## src/rtl/game_sequencer_if.sv

```systemverilog
// rtl/game_sequencer_if.sv - game flow controller signal bundle
interface game_sequencer_if;
  logic        go;
  logic        stop;
  logic        jump_btn;
  logic        frame_done;
  logic [1:0]  runner_h;
  logic [1:0]  obstacle_h;
  logic        start;
  logic        step;
  logic        jump_req;
  logic [27:0] rate_cur;
  logic [15:0] score;
  logic [2:0]  state_out;
  logic        game_over;

  modport master (
    output go, stop, jump_btn, frame_done, runner_h, obstacle_h,
    input  start, step, jump_req, rate_cur, score, state_out, game_over
  );

  modport slave (
    input  go, stop, jump_btn, frame_done, runner_h, obstacle_h,
    output start, step, jump_req, rate_cur, score, state_out, game_over
  );
endinterface

```

## src/rtl/game_sequencer.sv

```systemverilog
// rtl/game_sequencer.sv - dot-runner game flow: scroll timing, jumps, collision, BCD score
module game_sequencer #(
  parameter logic [27:0] RATE_INIT = 28'd3000000,
  parameter logic [27:0] RATE_MIN  = 28'd750000,
  parameter logic [27:0] RATE_STEP = 28'd250000,
  parameter logic [25:0] HIT_HOLD  = 26'd50000000
) (
  input  logic                   clk,
  input  logic                   resetn,
  game_sequencer_if.slave        bus
);

  localparam logic [2:0] S_IDLE  = 3'd0;
  localparam logic [2:0] S_ARM   = 3'd1;
  localparam logic [2:0] S_RUN   = 3'd2;
  localparam logic [2:0] S_WAIT  = 3'd3;
  localparam logic [2:0] S_CHECK = 3'd4;
  localparam logic [2:0] S_HIT   = 3'd5;
  localparam logic [2:0] S_OVER  = 3'd6;

  logic [2:0]  state;
  logic [27:0] counter;
  logic [27:0] rate_cur;
  logic [25:0] hold;
  logic [15:0] score;
  logic        step;
  logic        jump_req;
  logic        jump_pending;
  logic        jump_prev;
  logic        jump_edge;
  logic        digit0_wrap;
  logic [15:0] score_next;
  logic [27:0] rate_next;

  function automatic logic [15:0] bcd_inc(input logic [15:0] v);
    logic [15:0] r;
    logic        carry;
    r     = v;
    carry = 1'b1;
    for (int i = 0; i < 4; i++) begin
      if (carry) begin
        if (r[i*4 +: 4] == 4'd9) begin
          r[i*4 +: 4] = 4'd0;
        end else begin
          r[i*4 +: 4] = r[i*4 +: 4] + 4'd1;
          carry       = 1'b0;
        end
      end
    end
    return r;
  endfunction

  assign jump_edge = bus.jump_btn & ~jump_prev;

  // Saturated score never wraps digit 0, so it never speeds the game up either.
  always_comb begin
    digit0_wrap = 1'b0;
    score_next  = score;
    rate_next   = rate_cur;
    if (score != 16'h9999) begin
      score_next  = bcd_inc(score);
      digit0_wrap = (score[3:0] == 4'd9);
    end
    if (digit0_wrap) begin
      rate_next = (rate_cur < RATE_MIN + RATE_STEP) ? RATE_MIN : rate_cur - RATE_STEP;
    end
  end

  always_ff @(posedge clk) begin
    if (!resetn) begin
      state        <= S_IDLE;
      counter      <= RATE_INIT;
      rate_cur     <= RATE_INIT;
      hold         <= '0;
      score        <= '0;
      step         <= 1'b0;
      jump_req     <= 1'b0;
      jump_pending <= 1'b0;
      jump_prev    <= 1'b0;
    end else begin
      step      <= 1'b0;
      jump_req  <= 1'b0;
      jump_prev <= bus.jump_btn;
      case (state)
        S_IDLE: begin
          if (bus.go) state <= S_ARM;
        end
        S_ARM: begin
          score        <= '0;
          rate_cur     <= RATE_INIT;
          counter      <= RATE_INIT;
          jump_pending <= 1'b0;
          state        <= S_RUN;
        end
        S_RUN: begin
          if (bus.stop) begin
            state <= S_OVER;
          end else begin
            if (jump_edge) jump_pending <= 1'b1;
            if (counter == '0) state <= S_WAIT;
            else               counter <= counter - 28'd1;
          end
        end
        S_WAIT: begin
          if (bus.stop) begin
            state <= S_OVER;
          end else if (bus.frame_done) begin
            step         <= 1'b1;
            jump_req     <= jump_pending;
            // an edge coinciding with this step belongs to the next one
            jump_pending <= jump_edge;
            state        <= S_CHECK;
          end else if (jump_edge) begin
            jump_pending <= 1'b1;
          end
        end
        S_CHECK: begin
          if (bus.stop) begin
            state <= S_OVER;
          end else if (bus.obstacle_h > bus.runner_h) begin
            hold  <= HIT_HOLD - 26'd1;
            state <= S_HIT;
          end else begin
            score    <= score_next;
            rate_cur <= rate_next;
            counter  <= rate_next;
            state    <= S_RUN;
          end
        end
        S_HIT: begin
          if (bus.stop || hold == '0) state <= S_OVER;
          else                        hold  <= hold - 26'd1;
        end
        S_OVER: begin
          if (bus.go) state <= S_ARM;
        end
        default: state <= S_IDLE;
      endcase
    end
  end

  assign bus.start     = (state == S_IDLE);
  assign bus.game_over = (state == S_OVER);
  assign bus.state_out = state;
  assign bus.step      = step;
  assign bus.jump_req  = jump_req;
  assign bus.score     = score;
  assign bus.rate_cur  = rate_cur;

endmodule

```

## src/flat_wrapper.sv

```systemverilog
// flat-port wrapper written by rule: the top's interface ports become plain ports
module game_sequencer_flat 
#(
  parameter logic [27:0] RATE_INIT = 28'd3000000,
  parameter logic [27:0] RATE_MIN  = 28'd750000,
  parameter logic [27:0] RATE_STEP = 28'd250000,
  parameter logic [25:0] HIT_HOLD  = 26'd50000000
)
  (clk, resetn, bus_go, bus_stop, bus_jump_btn, bus_frame_done, bus_runner_h, bus_obstacle_h, bus_start, bus_step, bus_jump_req, bus_rate_cur, bus_score, bus_state_out, bus_game_over);
  game_sequencer_if bus_i ();
  input  logic clk;
  input  logic resetn;
  input wire logic [$bits(bus_i.go)-1:0] bus_go;
  input wire logic [$bits(bus_i.stop)-1:0] bus_stop;
  input wire logic [$bits(bus_i.jump_btn)-1:0] bus_jump_btn;
  input wire logic [$bits(bus_i.frame_done)-1:0] bus_frame_done;
  input wire logic [$bits(bus_i.runner_h)-1:0] bus_runner_h;
  input wire logic [$bits(bus_i.obstacle_h)-1:0] bus_obstacle_h;
  output wire logic [$bits(bus_i.start)-1:0] bus_start;
  output wire logic [$bits(bus_i.step)-1:0] bus_step;
  output wire logic [$bits(bus_i.jump_req)-1:0] bus_jump_req;
  output wire logic [$bits(bus_i.rate_cur)-1:0] bus_rate_cur;
  output wire logic [$bits(bus_i.score)-1:0] bus_score;
  output wire logic [$bits(bus_i.state_out)-1:0] bus_state_out;
  output wire logic [$bits(bus_i.game_over)-1:0] bus_game_over;
  assign bus_i.go = bus_go;
  assign bus_i.stop = bus_stop;
  assign bus_i.jump_btn = bus_jump_btn;
  assign bus_i.frame_done = bus_frame_done;
  assign bus_i.runner_h = bus_runner_h;
  assign bus_i.obstacle_h = bus_obstacle_h;
  assign bus_start = bus_i.start;
  assign bus_step = bus_i.step;
  assign bus_jump_req = bus_i.jump_req;
  assign bus_rate_cur = bus_i.rate_cur;
  assign bus_score = bus_i.score;
  assign bus_state_out = bus_i.state_out;
  assign bus_game_over = bus_i.game_over;
  game_sequencer #(.RATE_INIT(RATE_INIT), .RATE_MIN(RATE_MIN), .RATE_STEP(RATE_STEP), .HIT_HOLD(HIT_HOLD)) u_core (.clk(clk), .resetn(resetn), .bus(bus_i));
endmodule
```

## config.mk

```make
export PLATFORM = sky130hd
export DESIGN_NAME = game_sequencer_flat
export DESIGN_NICKNAME = d
export VERILOG_FILES = /design/src/rtl/game_sequencer_if.sv /design/src/rtl/game_sequencer.sv /design/src/flat_wrapper.sv
export SDC_FILE = /design/constraint.sdc
export NUM_CORES = 1
export LEC_CHECK = 0
export ABC_CLOCK_PERIOD_IN_PS = 4100
export BUFFER_PORTS_ARGS = -buffer_cell sky130_fd_sc_hd__buf_2
export CORE_MARGIN = 4
export CORE_UTILIZATION = 64
export CTS_CLUSTER_SIZE = 14
export DETAILED_ROUTE_END_ITERATION = 12
export PLACE_DENSITY = 0.91
export SYNTH_ARGS = -nofsm -noshare
export SYNTH_HDL_FRONTEND = slang
export SYNTH_SLANG_ARGS = --single-unit
```

## constraint.sdc

```tcl
create_clock -name clk -period 4.1 [get_ports clk]
set_input_delay 0.82 -clock clk [delete_from_list [all_inputs] [get_ports clk]]
set_output_delay 0.82 -clock clk [all_outputs]
set_load 0.005 [all_outputs]
```

==> metrics.yaml, run 1 <==
run_status:
  outcome: "finished clean"
route:
  wire_per_inst_um: 19.62
  vias: 6513
  antenna_left: 0
  routed_wl_um: 18560
  drt-pass1-iter-count: 7
  drtIter0Drc: 860
  drcViolationCount: 0
  viasPerCell: 6.885
place:
  dp_slack_ns: 1.066
  hpwl_um: 13240
  placed_cell_area_mm2: 0.006551
  finalWeightedCongestion: 0.9818
  numPortBuffers: 60
floorplan:
  io_pins: 61
  rows: 35
  core-area_mm2: 0.009328
  die_area_mm2: 0.01129
  fp.dieH_um: 106.3
  dieWidth_um: 106.3
  initial_core_util_pct: 66.26
finish:
  nFillCells: 718
  final_cell_area_mm2: 0.006754
  num_antenna_cells: 0
  multiInputGateArea_mm2: 0.003807
  regArea_mm2: 0.002102
  nets: 836
  final_util_pct: 72.41
  layout_commonest_cell: "dfxtp_1"
  drive_above_1_share_pct: 14.20
  layout.cells.most_common_list: "dfxtp_1, nor2_1, a21oi_1, buf_2, nand2_1"
  area_growth_pct: 9.271
timing:
  setup_viol: 0
  period_share_pct: 78.53
  finClkSkew_ns: 0.01764
  rsz0062_at_grt: "false"
  tightest_slew_ns: 1.379
  period_needed_ns: 3.220
  setup_tns_ns: 0
  finalMaxSlewViolations: 0
  max_freq_mhz: 310.6
  hold_viol: 0
  slew_headroom_pct: 5.712
  setup_slack_ns: 0.8804
global_route:
  grt_pass1_wl_um: 30660
  grt_usage_pct: 32.94
  grt_pass1_vias: 6285
  grt_max_degree: 42
  grt_overflow: 0
  antenna_found_initial: 0
cts:
  cts_hold_buffers: 0
  cts.sinks: 105
  h-tree-depth: 3
  clk_path_buf_depth: 2
  ctsResizeCount: 0
  post_cts_buffers: 0
  cts_tree: "done"
  insertion_delay_ns: 0.39
  clockRootBuffer: "clkbuf_8"
  cts_buffers: 9
  path_clk_slew_ns: 0.11
critical_path:
  critPathMaxFanout: 7
  crit_path_frequent_cell: "o21ai_0"
  path_cells: "o31ai_1 > nand3_1 > a2111oi_0 > o21ai_0 > o21ai_0 > a221o_1"
  cp.arrival_ns: 3.55
  path_class: "register to register"
  crit_path_max_incr_delay_ns: 1.24
  cp-start-kind: "register"
  end_kind: "register"
  cp_slowest_cell: "a2111oi_0"
  crit_required_ns: 4.43
synthesis:
  avgSynthCellArea_um2: 7.996
  yosys-top-cells-area: "dfxtp_1, a21oi_1, nor2_1"
  synth-seq-cells: 105
  synth_top_area_share_pct: 34.01
  synth_edf_count: 0
  synth_largest_area_cell: "dfxtp_1"
  yosysWarnings: 0
  netlist_area_mm2: 0.006181
  synth_nets: 797
  synth.distinct_cells: 84
  synthCells: 773
  synthArstFlopShare_pct: 0
  ys.flop_type: "dfxtp_1"
  yosysSeqAreaShare_pct: 34.01
pwr:
  power_density_mw_per_mm2: 447.3
  power_uw: 3021
  leakagePower_uw: 0.002523
  peakVddDrop_mv: 0.3248
run:
  maxCapViolations: 0
hold_path:
  hp-class: "register to register"
metal layers:
metal | share of wire [%] | vias to the layer above | wire length, um | GRT usage, %
met3 | 11 | 73 | 2014 | 7.529
met1 | 38 | 3029 | 7042 | 41.22
met4 | 2.9 | 0 | 538 | 11.93
met2 | 48 | 437 | 8965 | 55.43
li1 | - | 2974 | - | -
met5 | 0 | - | 0 | 0
path summary, 6_finish.rpt:
| path | startpoint | endpoint | slack, ns | depth (start not counted) |
|---|---|---|---|---|
| hold / removal | u_core.bus.rate_cur[3] | u_core.bus.rate_cur[3] | 0.50 | 1 |
| hold reg to reg | u_core.bus.rate_cur[3] | u_core.bus.rate_cur[3] | 0.50 | 1 |
| setup / recovery | u_core.bus.rate_cur[4] | u_core.bus.rate_cur[21] | 0.88 | 6 |
| setup reg to reg | u_core.bus.rate_cur[4] | u_core.bus.rate_cur[21] | 0.88 | 6 |
report_power, final:
group / switching (uW) / internal, uW
logic: 782 / 366
clock network: 396 / 294
registers: 103 / 1080
flip-flops by register name, indices dropped and copies added, names as in the netlist:
name                  flops
u_core.bus.rate_cur      28
u_core.counter           28
u_core.hold              26
u_core.bus.score         16
u_core.bus.state_out      3
u_core.bus.jump_req       1
u_core.bus.step           1
u_core.jump_pending       1
u_core.jump_prev          1
kinds of logic (layout without fill, tap and decap cells):
logic type | after synthesis | count (layout) | share of synthesized area [%]
compound gates | 240 | 240 | 26.62
xor+xnor | 41 | 41 | 5.810
flops | 105 | 105 | 34.01
mux | 2 | 2 | 0.3239
buf+inv | 68 | 112 | 4.474
fa+ha+maj | 14 | 14 | 2.834
simple gates | 303 | 303 | 25.93
synthesized netlist by cell type (3+ instances only):
cell type	instances
a31o_2	3
nand2b_1	10
xnor2_1	27
and2_1	6
and3b_1	6
nor2_1	74
a221o_1	3
o21ai_1	5
o21ai_0	39
xor2_1	14
a31oi_1	17
a221oi_1	3
and3_1	4
or2_2	4
nand2_1	54
inv_1	24
a21o_1	8
a211oi_2	3
o31a_1	6
clkbuf_1	38
nor2b_1	7
ha_1	14
nor4_1	19
nand3_1	23
nand4b_1	3
dfxtp_1	105
o311ai_1	4
o211ai_1	10
or3_1	11
or4_1	11
o41ai_1	3
nand3b_1	11
o22ai_1	8
o21a_1	4
a21oi_1	60
nor3b_1	3
a211oi_1	13
nor3_1	35
o21bai_1	3
o31ai_1	10
nand4_1	11
critical path: cells and delay by family (launching register included):
family | cells | cell delay [ns]
AO/OA/AOI/OAI | 5 | 2.48
flip-flops | 1 | 0.38
AND/OR/NAND/NOR | 1 | 0.31
cell type report:
cell class                      count  area share (%)
Sequential cell                   105           31.12
Timing Repair Buffer               72           5.780
Clock inverter                      6           1.112
Inverter                           24           1.334
Clock buffer                       10           1.890
Multi-Input combinational cell    600           56.37
Tap cell                          129           2.390
metrics by stage:
step | hold WS [ns] | std cells
floorplan | 0.4394 | 773
global placement | 0.4779 | 930
detailed placement | 0.4830 | 930
CTS | 0.5014 | 946
global route | 0.5226 | 946
finish | 0.5020 | 946
Power figures use the tool's default switching activity.
==> run 2: changes to the inputs <==
- ABC_CLOCK_PERIOD_IN_PS: 4100 -> 2900
- CORE_UTILIZATION: 64 -> 54
- PLACE_DENSITY: 0.91 -> 0.83
- clock period: 4.1 -> 2.9 ns (I/O delays scaled with it)
==> metrics.yaml, run 2 (same netlist as run 1, synthesis figures left out) <==
run_status:
  outcome: "finished clean"
place:
  placed_cell_area_mm2: 0.006780  # +3.5%
  dp.cells: 968  # +4.1%
  finalWeightedCongestion: 0.9650  # -1.7%
  hpwl_um: 13470  # +1.7%
  numPortBuffers: 60  # unchanged
critical_path:
  cp_slowest_cell: "or4_1"
  end_kind: "register"
  crit_buf_inv: 1  # +1
  path_class: "register to register"
  critPathMaxFanout: 11  # +4
  crit_path_frequent_cell: "or4_1"
  cp.arrival_ns: 3.02  # -0.53 ns
  path_cells: "or4_1 > or4_4 > o21ai_4 > buf_4 > or4_1 > o211ai_1 > a22o_1"
  cp-start-kind: "register"
  crit_required_ns: 3.15  # -1.28 ns
  crit_path_max_incr_delay_ns: 0.68  # -0.56 ns
  crit_family: "simple AND/OR/NAND/NOR gates"
cts:
  path_clk_slew_ns: 0.08  # -0.03 ns
  clk_path_buf_depth: 2  # unchanged
  cts.sinks: 105  # unchanged
  h-tree-depth: 3  # unchanged
  cts_buffers: 9  # unchanged
  clockRootBuffer: "clkbuf_16"
  post_cts_buffers: 0  # unchanged
  insertion_delay_ns: 0.37  # -0.02 ns
  cts_tree: "done"
pwr:
  leakagePower_uw: 0.002700  # +7.0%
  p_seq_share_pct: 34.9  # -4.3 points
  p_int_uw: 2805  # +61%
  p_sw_share_pct: 40.08  # -2.3 points
  pwr-share-clk_pct: 26.8  # +4.0 points
  combPwrFrac_pct: 38.3  # +0.3 points
  power_density_mw_per_mm2: 660.8  # +48%
  peakVddDrop_mv: 0.4656  # +43%
  p_sw_uw: 1876  # +47%
route:
  routed_wl_um: 18810  # +1.3%
  drtIter0Drc: 683  # -21%
  drcViolationCount: 0  # unchanged
  drt-pass1-iter-count: 6  # -1
  vias: 6460  # -0.81%
  antenna_left: 0  # unchanged
  viasPerCell: 6.565  # -4.6%
  wire_per_inst_um: 19.11  # -2.6%
finish:
  reg_top3: "u_core.bus.rate_cur x28, u_core.counter x28, u_core.hold x26"
  final_cells: 984  # +4.0%
  drive_above_1_share_pct: 16.94  # +2.7 points
  area_growth_pct: 14.62
  layout_commonest_cell: "dfxtp_1"
  layout.cells.most_common_list: "dfxtp_1, nor2_1, a21oi_1, buf_2, nand2_1"
  num_antenna_cells: 0  # unchanged
  final_cell_area_mm2: 0.007084  # +4.9%
  nets: 863  # +3.2%
timing:
  hold_viol: 0  # unchanged
  whs_ns: 0.4432  # -0.05874 ns
  setup_tns_ns: 0  # unchanged
  finalMaxSlewViolations: 0  # unchanged
  max_freq_mhz: 362.0  # +17%
  period_share_pct: 95.25  # +17 points
  rsz0062_at_grt: "false"
  setup_viol: 0  # unchanged
  tightest_slew_ns: 0.7156  # -0.6630 ns
  period_needed_ns: 2.762  # -0.4575 ns
  slew_headroom_pct: 52.00  # +46 points
  finClkSkew_ns: 0.01436  # -0.003280 ns
floorplan:
  fp.dieH_um: 115.0  # +8.2%
  die_area_mm2: 0.01322  # +17%
  initial_core_util_pct: 56.03  # -10 points
  io_pins: 61  # unchanged
  rows: 38  # +8.6%
  dieWidth_um: 115.0  # +8.2%
  core-area_mm2: 0.01103  # +18%
global_route:
  grt_overflow: 0  # unchanged
  antenna_found_initial: 1  # +1
  grt_max_degree: 36  # -14%
  grt_usage_pct: 29.04  # -3.9 points
  grt_pass1_vias: 6285  # unchanged
  grt_pass1_wl_um: 30990  # +1.1%
run:
  maxCapViolations: 0  # unchanged
hold_path:
  hp-class: "input pin to register"
## run 2: changes by cell type in the layout (fill, tap and decap cells not counted)
| cell | before | now |
|---|---|---|
| buf_4 | 12 | 38 |
| nand2_2 | 1 | 0 |
| clkbuf_16 | 0 | 9 |
| buf_12 | 0 | 1 |
| clkinv_4 | 1 | 0 |
| inv_6 | 1 | 2 |
| nand2_4 | 0 | 1 |
| clkinv_2 | 1 | 0 |
| clkinv_8 | 0 | 1 |
| bufinv_16 | 1 | 0 |
| clkbuf_8 | 9 | 1 |
## run 2: power groups by stage
stage | combinational [uW] | sequential, uW | clock, uW
after floorplan | 1210 | 1640 | 0
after global placement | 1680 | 1650 | 0
after detailed placement | 1730 | 1660 | 0
after CTS | 1750 | 1630 | 1270
after global routing | 1950 | 1650 | 1320
final | 1790 | 1630 | 1250
## run 2: repair_timing
item                       4_1_cts  5_1_grt
hold buffers                     0        0
setup endpoints to repair        0        1
gates resized for setup          0        1
## run 2: final cells by class
cell class	instances	area [um2]
Clock buffer	11	242.7
Clock inverter	5	56.30
Inverter	24	90.09
Sequential cell	105	2102
Fill cell	932	3946
Multi-Input combinational cell	600	3812
Timing Repair Buffer	99	605.6
Tap cell	140	175.2
## run 2: worst reg2reg max path, stage by stage (launching register included)
cell and delay [ns]:
dfxtp_1 0.37, or4_1 0.68, or4_4 0.65, o21ai_4 0.27
buf_4 0.24, or4_1 0.13, o211ai_1 0.07, a22o_1 0.24
## run 2: final timing paths
check	from	end	slack (ns)	depth (start not counted)
min reg2reg	u_core.bus.rate_cur[1]	u_core.bus.rate_cur[1]	0.49	1
min	bus_jump_btn	u_core.jump_prev	0.44	3
max reg2reg	u_core.counter[4]	u_core.counter[27]	0.14	7
max	u_core.counter[4]	u_core.counter[27]	0.14	7
## run 2: metrics by stage
stage / worst slack (ns) / total power [uW] / utilization [%]
finish: 0.1379 / 4682 / 64.22
global route: 0.009698 / 4914 / 64.22
CTS: 0.1882 / 4647 / 64.18
detailed placement: 0.1945 / 3396 / 61.47
global placement: 0.2800 / 3328 / 61.47
floorplan: 0.4769 / 2848 / -
## run 2: per-layer routing
layer	part of all wire [%]	track usage, %	vias up
met5	0.037	0	-
met4	2.8	12.99	2
met3	9.6	6.737	50
met2	48	49.65	359
met1	39	34.68	3019
li1	-	-	3030
